`src/rtl/cpu_ctrl_pkg.sv`:
```
// Shared definitions for the hardwired ALU control sequencer: state and opcode-class
// encodings, opcode/ALU-op constants, IR field positions and opcode decode helpers.
package cpu_ctrl_pkg;

    typedef enum logic [3:0] {
        ST_FETCH0   = 4'd0,
        ST_FETCH1   = 4'd1,
        ST_FETCH2   = 4'd2,
        ST_EXEC3    = 4'd3,
        ST_EXEC4    = 4'd4,
        ST_EXEC5    = 4'd5,
        ST_EXEC6    = 4'd6,
        ST_BOUNDARY = 4'd7,
        ST_HALTED   = 4'd8
    } state_t;

    typedef enum logic [2:0] {
        CLS_BINARY  = 3'd0,
        CLS_MULDIV  = 3'd1,
        CLS_UNARY   = 3'd2,
        CLS_HALT    = 3'd3,
        CLS_ILLEGAL = 3'd4
    } opclass_t;

    localparam logic [4:0] OPC_ADD  = 5'b00011;
    localparam logic [4:0] OPC_SUB  = 5'b00100;
    localparam logic [4:0] OPC_AND  = 5'b00101;
    localparam logic [4:0] OPC_OR   = 5'b00110;
    localparam logic [4:0] OPC_SHR  = 5'b00111;
    localparam logic [4:0] OPC_SHL  = 5'b01000;
    localparam logic [4:0] OPC_ROR  = 5'b01001;
    localparam logic [4:0] OPC_ROL  = 5'b01010;
    localparam logic [4:0] OPC_RSV0 = 5'b01011;
    localparam logic [4:0] OPC_RSV1 = 5'b01100;
    localparam logic [4:0] OPC_MUL  = 5'b01101;
    localparam logic [4:0] OPC_DIV  = 5'b01110;
    localparam logic [4:0] OPC_NEG  = 5'b01111;
    localparam logic [4:0] OPC_NOT  = 5'b10000;
    localparam logic [4:0] OPC_HALT = 5'b11011;

    localparam logic [4:0] ALU_ADD  = 5'b00100;
    localparam logic [4:0] ALU_SUB  = 5'b00101;
    localparam logic [4:0] ALU_AND  = 5'b00110;
    localparam logic [4:0] ALU_OR   = 5'b00111;
    localparam logic [4:0] ALU_SHR  = 5'b01000;
    localparam logic [4:0] ALU_SHL  = 5'b01001;
    localparam logic [4:0] ALU_ROR  = 5'b01010;
    localparam logic [4:0] ALU_ROL  = 5'b01011;
    localparam logic [4:0] ALU_RSV0 = 5'b01100;
    localparam logic [4:0] ALU_RSV1 = 5'b01101;
    localparam logic [4:0] ALU_MUL  = 5'b01110;
    localparam logic [4:0] ALU_DIV  = 5'b01111;
    localparam logic [4:0] ALU_NEG  = 5'b10000;
    localparam logic [4:0] ALU_NOT  = 5'b10001;

    localparam int OPC_MSB = 31;
    localparam int OPC_LSB = 27;
    localparam int RA_MSB  = 26;
    localparam int RA_LSB  = 23;
    localparam int RB_MSB  = 22;
    localparam int RB_LSB  = 19;
    localparam int RC_MSB  = 18;
    localparam int RC_LSB  = 15;

    function automatic opclass_t opcode_class(input logic [4:0] opcode);
        case (opcode)
            OPC_ADD, OPC_SUB, OPC_AND, OPC_OR, OPC_SHR,
            OPC_SHL, OPC_ROR, OPC_ROL, OPC_RSV0, OPC_RSV1: return CLS_BINARY;
            OPC_MUL, OPC_DIV:                            return CLS_MULDIV;
            OPC_NEG, OPC_NOT:                            return CLS_UNARY;
            OPC_HALT:                                    return CLS_HALT;
            default:                                     return CLS_ILLEGAL;
        endcase
    endfunction

    // Each defined operation's ALU code is its opcode plus one.
    function automatic logic [4:0] alu_op(input logic [4:0] opcode);
        case (opcode)
            OPC_ADD:  return ALU_ADD;
            OPC_SUB:  return ALU_SUB;
            OPC_AND:  return ALU_AND;
            OPC_OR:   return ALU_OR;
            OPC_SHR:  return ALU_SHR;
            OPC_SHL:  return ALU_SHL;
            OPC_ROR:  return ALU_ROR;
            OPC_ROL:  return ALU_ROL;
            OPC_RSV0: return ALU_RSV0;
            OPC_RSV1: return ALU_RSV1;
            OPC_MUL:  return ALU_MUL;
            OPC_DIV:  return ALU_DIV;
            OPC_NEG:  return ALU_NEG;
            OPC_NOT:  return ALU_NOT;
            default:  return 5'b00000;
        endcase
    endfunction

endpackage

```
`src/rtl/reg_select_decoder.sv`:
```
// Register index to one-hot select decoder; all-zero output when not enabled.
module reg_select_decoder #(
    parameter int REGS = 16,
    parameter int IDXW = $clog2(REGS)
) (
    input  logic [IDXW-1:0] idx,
    input  logic            en,
    output logic [REGS-1:0] onehot
);

    // One-hot expansion of the selected register index.
    always_comb begin
        onehot = '0;
        if (en) begin
            onehot[idx] = 1'b1;
        end else begin
            onehot = '0;
        end
    end

endmodule

```
`src/rtl/alu_control_sequencer.sv`:
```
// Hardwired Moore control unit sequencing fetch and register-register ALU execution
// on the 32-bit bus datapath, with MUL/DIV two-half writeback, memory waits and halt.
module alu_control_sequencer
    import cpu_ctrl_pkg::*;
#(
    parameter int OPW  = 5,
    parameter int REGS = 16
) (
    input  logic            Clock,
    input  logic            Clear,
    input  logic [31:0]     IR,
    input  logic            Mem_ready,
    input  logic            Stop,
    output logic [REGS-1:0] Rin,
    output logic [REGS-1:0] Rout,
    output logic            PCout,
    output logic            PCin,
    output logic            IncPC,
    output logic            MARin,
    output logic            MDRin,
    output logic            MDRout,
    output logic            Read,
    output logic            IRin,
    output logic            Yin,
    output logic            ZLowin,
    output logic            ZHighin,
    output logic            ZLowout,
    output logic            ZHighout,
    output logic            HIin,
    output logic            LOin,
    output logic [OPW-1:0]  OP,
    output logic            Run,
    output logic            Illegal
);

    state_t     state_r;
    state_t     next_s;
    logic       hold_r;
    opclass_t   class_s;
    logic [4:0] opcode_s;
    logic [3:0] ra_s;
    logic [3:0] rb_s;
    logic [3:0] rc_s;
    logic [3:0] rout_idx_s;
    logic       rin_en_s;
    logic       rout_en_s;
    logic       ir_unused_s;

    assign opcode_s    = IR[OPC_MSB:OPC_LSB];
    assign ra_s        = IR[RA_MSB:RA_LSB];
    assign rb_s        = IR[RB_MSB:RB_LSB];
    assign rc_s        = IR[RC_MSB:RC_LSB];
    assign ir_unused_s = ^IR[RC_LSB-1:0];
    assign class_s     = opcode_class(opcode_s);

    // Next-state sequencing; Mem_ready matters only in FETCH1, Stop only at BOUNDARY.
    always_comb begin
        next_s = state_r;
        case (state_r)
            ST_FETCH0: next_s = ST_FETCH1;
            ST_FETCH1: begin
                if (Mem_ready) begin
                    next_s = ST_FETCH2;
                end else begin
                    next_s = ST_FETCH1;
                end
            end
            ST_FETCH2: next_s = ST_EXEC3;
            ST_EXEC3: begin
                case (class_s)
                    CLS_BINARY, CLS_MULDIV: next_s = ST_EXEC4;
                    CLS_UNARY:              next_s = ST_EXEC5;
                    CLS_HALT:               next_s = ST_HALTED;
                    default:                next_s = ST_FETCH0;
                endcase
            end
            ST_EXEC4: next_s = ST_EXEC5;
            ST_EXEC5: begin
                if (class_s == CLS_MULDIV) begin
                    next_s = ST_EXEC6;
                end else begin
                    next_s = ST_BOUNDARY;
                end
            end
            ST_EXEC6: next_s = ST_BOUNDARY;
            ST_BOUNDARY: begin
                if (Stop) begin
                    next_s = ST_HALTED;
                end else begin
                    next_s = ST_FETCH0;
                end
            end
            ST_HALTED: next_s = ST_HALTED;
            default:   next_s = ST_FETCH0;
        endcase
    end

    // State register; hold_r keeps a silent FETCH0 through the cycle after Clear releases.
    always_ff @(posedge Clock) begin
        if (!Clear) begin
            state_r <= ST_FETCH0;
            hold_r  <= 1'b1;
        end else if (hold_r) begin
            state_r <= ST_FETCH0;
            hold_r  <= 1'b0;
        end else begin
            state_r <= next_s;
            hold_r  <= 1'b0;
        end
    end

    // Moore strobe decode from state and IR; PCin also qualifies on Mem_ready so PC loads once.
    always_comb begin
        PCout      = 1'b0;
        PCin       = 1'b0;
        IncPC      = 1'b0;
        MARin      = 1'b0;
        MDRin      = 1'b0;
        MDRout     = 1'b0;
        Read       = 1'b0;
        IRin       = 1'b0;
        Yin        = 1'b0;
        ZLowin     = 1'b0;
        ZHighin    = 1'b0;
        ZLowout    = 1'b0;
        ZHighout   = 1'b0;
        HIin       = 1'b0;
        LOin       = 1'b0;
        OP         = '0;
        Illegal    = 1'b0;
        Run        = (state_r != ST_HALTED);
        rin_en_s   = 1'b0;
        rout_en_s  = 1'b0;
        rout_idx_s = rb_s;
        if (hold_r) begin
            Run = 1'b1;
        end else begin
            case (state_r)
                ST_FETCH0: begin
                    PCout = 1'b1;
                    MARin = 1'b1;
                    IncPC = 1'b1;
                end
                ST_FETCH1: begin
                    Read  = 1'b1;
                    MDRin = 1'b1;
                    PCin  = Mem_ready;
                end
                ST_FETCH2: begin
                    MDRout = 1'b1;
                    IRin   = 1'b1;
                end
                ST_EXEC3: begin
                    case (class_s)
                        CLS_BINARY, CLS_MULDIV: begin
                            rout_en_s = 1'b1;
                            Yin       = 1'b1;
                        end
                        CLS_UNARY: begin
                            rout_en_s = 1'b1;
                            OP        = OPW'(alu_op(opcode_s));
                            ZLowin    = 1'b1;
                        end
                        CLS_ILLEGAL: Illegal = 1'b1;
                        default:     Illegal = 1'b0;
                    endcase
                end
                ST_EXEC4: begin
                    rout_en_s  = 1'b1;
                    rout_idx_s = rc_s;
                    OP         = OPW'(alu_op(opcode_s));
                    ZLowin     = 1'b1;
                    ZHighin    = (class_s == CLS_MULDIV);
                end
                ST_EXEC5: begin
                    ZLowout = 1'b1;
                    if (class_s == CLS_MULDIV) begin
                        LOin = 1'b1;
                    end else begin
                        rin_en_s = 1'b1;
                    end
                end
                ST_EXEC6: begin
                    ZHighout = 1'b1;
                    HIin     = 1'b1;
                end
                default: Illegal = 1'b0;
            endcase
        end
    end

    reg_select_decoder #(.REGS(REGS)) u_rin_dec (
        .idx    (ra_s),
        .en     (rin_en_s),
        .onehot (Rin)
    );

    reg_select_decoder #(.REGS(REGS)) u_rout_dec (
        .idx    (rout_idx_s),
        .en     (rout_en_s),
        .onehot (Rout)
    );

endmodule

```
`config.mk`:
```
export PLATFORM = sky130hd
export DESIGN_NAME = alu_control_sequencer
export DESIGN_NICKNAME = d
export VERILOG_FILES = /design/src/rtl/cpu_ctrl_pkg.sv /design/src/rtl/reg_select_decoder.sv /design/src/rtl/alu_control_sequencer.sv
export SDC_FILE = /design/constraint.sdc
export NUM_CORES = 1
export LEC_CHECK = 0
export ABC_AREA = 1
export CORE_ASPECT_RATIO = 0.9
export CORE_UTILIZATION = 30
export CTS_CLUSTER_DIAMETER = 150
export DETAILED_ROUTE_END_ITERATION = 6
export PLACE_DENSITY_LB_ADDON = 0.2
export SYNTH_ARGS = -nofsm -noshare
export SYNTH_HDL_FRONTEND = slang
export SYNTH_SLANG_ARGS = --single-unit
```
`constraint.sdc`:
```
create_clock -name Clock -period 2.2 [get_ports Clock]
set_input_delay 0.55 -clock Clock [delete_from_list [all_inputs] [get_ports Clock]]
set_output_delay 0.55 -clock Clock [all_outputs]
set_load 0.02 [all_outputs]
```
==> key figures <==
Timing
  – Slew margin rel.: 74.07%
  – Clock skew: 0.001446 ns
  – Final Setup Violations: 41
  – Max Fclk: 405.5 MHz
  – RSZ-0062 raised after global routing: yes
  – Slew Viols, Final: 0
  – Final Hold Fails: 0
  – Fin crit period: 2.466 ns
  – Fin crit share: 112.1%
  – Final worst slack: -0.2659 ns
  – WHS: 0.7206 ns
  – Slew of the pin with the lowest slew margin: 0.3848 ns

Setup path
  – CP arrival: 1.92 ns
  – Crit path buf inv count: 5
  – Slowest cell on crit path: ha_4
  – Crit Path Max Fanout: 10
  – Worst setup path class: in2out
  – Worst R2R Setup Slack: 0.61 ns
  – CP Cell Sequence: buf_8, inv_4, ha_4, inv_2, nor2_4, nand2_2, nand3_4, o21ai_4, nand2_4, buf_12, a21oi_2, buf_4
  – CP delay by family, top: buffers and inverters
  – Slowest stage delay, CP: 0.19 ns
  – Setup crit end kind: primary output
  – Critical Path RT: 1.65 ns
  – Startpoint Class: primary input

Cells and area
  – Most common cell after layout, fill and taps aside: nand2_1
  – Design area: 2648 sq um
  – Final net count: 374
  – Area Growth Syn to Fin: 136.7%
  – Commonest non-fill, non-tap cells in the layout: nand2_1, buf_4, nor2_1, buf_6, inv_1
  – Layout cells sized above 1: 50.45%
  – Fill count: 249
  – Ant diodes: 0
  – Fin cells: 379

Pwr
  – Power density over the cells: 185.3 nW/um^2
  – Leak Pwr: 1.254 nW
  – Max IR drop VDD: 0.3856 mV
  – Design Power: 0.0004907 W

GRT
  – GRT Total Usage: 20.96%
  – Vias in the first global route: 1587
  – Initial antenna violation count: 0
  – Largest net degree at the start of global routing: 11
  – First-pass GRT wire length: 6630 microns
  – Grt ovf: 0

Route
  – Routed WL: 4700 microns
  – Routed vias/inst: 4.765
  – Drt wl/cell: 12.40 microns
  – Antenna viol nets, final: 0
  – Drt first pass iters: 4
  – Remaining DRCs: 0
  – DR iter-0 viols: 117
  – Vias: 1806

Logic synthesis
  – Mapped Cells: 223
  – Share of the yosys chip area belonging to registers: 8.949%
  – Cell taking the most area after synthesis: nand2_1
  – Simple-gate share of the synthesized area: 57.16%
  – Asr flop ratio synth: 0%
  – Area contributors post-synth: nand2_1, nor2_1, inv_1
  – Synth Cell Area: 1119 sq um
  – Largest family of logic cells by synthesized area: simple AND/OR/NAND/NOR gates
  – Number of synthesis warnings: 0
  – Synth Area in Compound Gates: 13.87%
  – Syn_nets: 261
  – XOR/XNOR share of the synthesized area: 0%
  – Syn Area/Cell: 5.016 sq um
  – Adder-Cell Fraction of Synth Area: 2.237%
  – Post-synth EDFFs: 0
  – Synth Flop Type: dfxtp_1
  – Synth top area share: 23.15%
  – Mux share of post-synthesis cell area: 0%
  – Count of different cell masters after synthesis: 24
  – Flops & latches, synth: 5

Die
  – I/O Pins: 90
  – Die X: 66.37 microns
  – Row count: 20
  – Core Region: 3478 sq um
  – Die Span Y: 59.93 microns
  – Starting Density: 32.16%
  – Die area: 3977 sq um

Clock network
  – Clock Path Buffers: 2
  – # hold bufs at CTS: 0
  – CTS tree: built
  – CTS Sinks: 5
  – Clk root buf: clkbuf_8
  – Worst skew pair latency: 0.22 ns
  – Clk slew on worst S/H paths: 0.03 ns
  – CTS Buf Count: 3
  – H-tree Lvls: 1

Placement
  – Post-Place Cells: 366
  – # port buffers: 74
  – Gpl congestion: 0.8889
  – Placed Area: 2287 sq um
  – Post-DP HPWL: 3254 microns
  – Worst Setup Slack post-DPL: -1.260 ns

Outcome
  – Violations in the final reports: setup timing
  – Status: complete, but fails checks

Hold path
  – Hold Path Class: reg2reg

Job
  – Max capacitance violation total: 0
==> per-stage QoR <==
stage	utilization, %	setup TNS, ns
finish	76.12	-8.808
global route	76.12	-11.53
detailed placement	65.76	-49.56
floorplan	-	-1.028
global placement	65.76	-48.76
CTS	70.43	-8.545
==> area by class of cell <==
cell class / instances / area [sq um] / area share (%)
well taps: 44 / 55.05 / 2.079
flip-flops and latches: 5 / 100.1 / 3.781
inverters: 34 / 135.1 / 5.104
multi-input cells: 175 / 1180 / 44.57
clock buffers: 4 / 45.04 / 1.701
repair buffers: 117 / 1132 / 42.77
==> worst min-delay path, delay by kind of cell (launching register included) <==
family          cells  cell delay, ns
compound gates      2            0.17
flops               1            0.33
simple gates        1            0.05
buf+inv             1            0.12
==> registers in the layout (all words and copies together) (netlist names) <==
name and flops:
state_r 4, hold_r 1
==> worst paths after layout <==
check | start | endpoint | cells after the start
min reg2reg | state_r[2] | state_r[3] | 4
min | state_r[2] | state_r[3] | 4
max reg2reg | state_r[0] | state_r[0] | 12
max | IR[28] | Rout[5] | 12
==> report_power, final <==
part / leakage [nW] / switching [W] / internal [W]
Combinational: 1.19 / 0.000126 / 0.0000979
Sequential: 0.0409 / 0.00000280 / 0.0000939
Clock: 0.0228 / 0.0000461 / 0.000124
Total: 1.25 / 0.000175 / 0.000316
==> metal layers <==
layer	up-vias	wire length, microns	GRT usage (%)	part of all wire (%)
li1	911	-	-	-
met1	849	1920	24.66	41
met2	42	2561	40.67	54
met3	4	183	0.9542	3.9
met4	0	35	6.383	0.74
met5	-	0	0	0
==> Yosys cell counts, types with 3 or more instances <==
library cell	instances
nor2_1	49
inv_1	32
buf_4	6
a21oi_1	17
nand2_1	69
nand2_2	5
nor3_1	6
o21ai_0	4
dfxtp_1	5
nand3_1	9
nand4_1	3
==> what timing repair did <==
item                       in CTS  in global routing
buffers inserted                2                  4
pin swaps                      15                 19
cloned                          2                  1
gates resized for setup       287                 48
setup endpoints to repair      54                 43
==> logic make-up after synthesis <==
family | count (synthesis)
AND/OR/NAND/NOR | 146
buffers and inverters | 43
AO/OA/AOI/OAI | 27
flip-flops | 5
adder cells (fa/ha/maj) | 2
(Power assumes the default switching activity.)
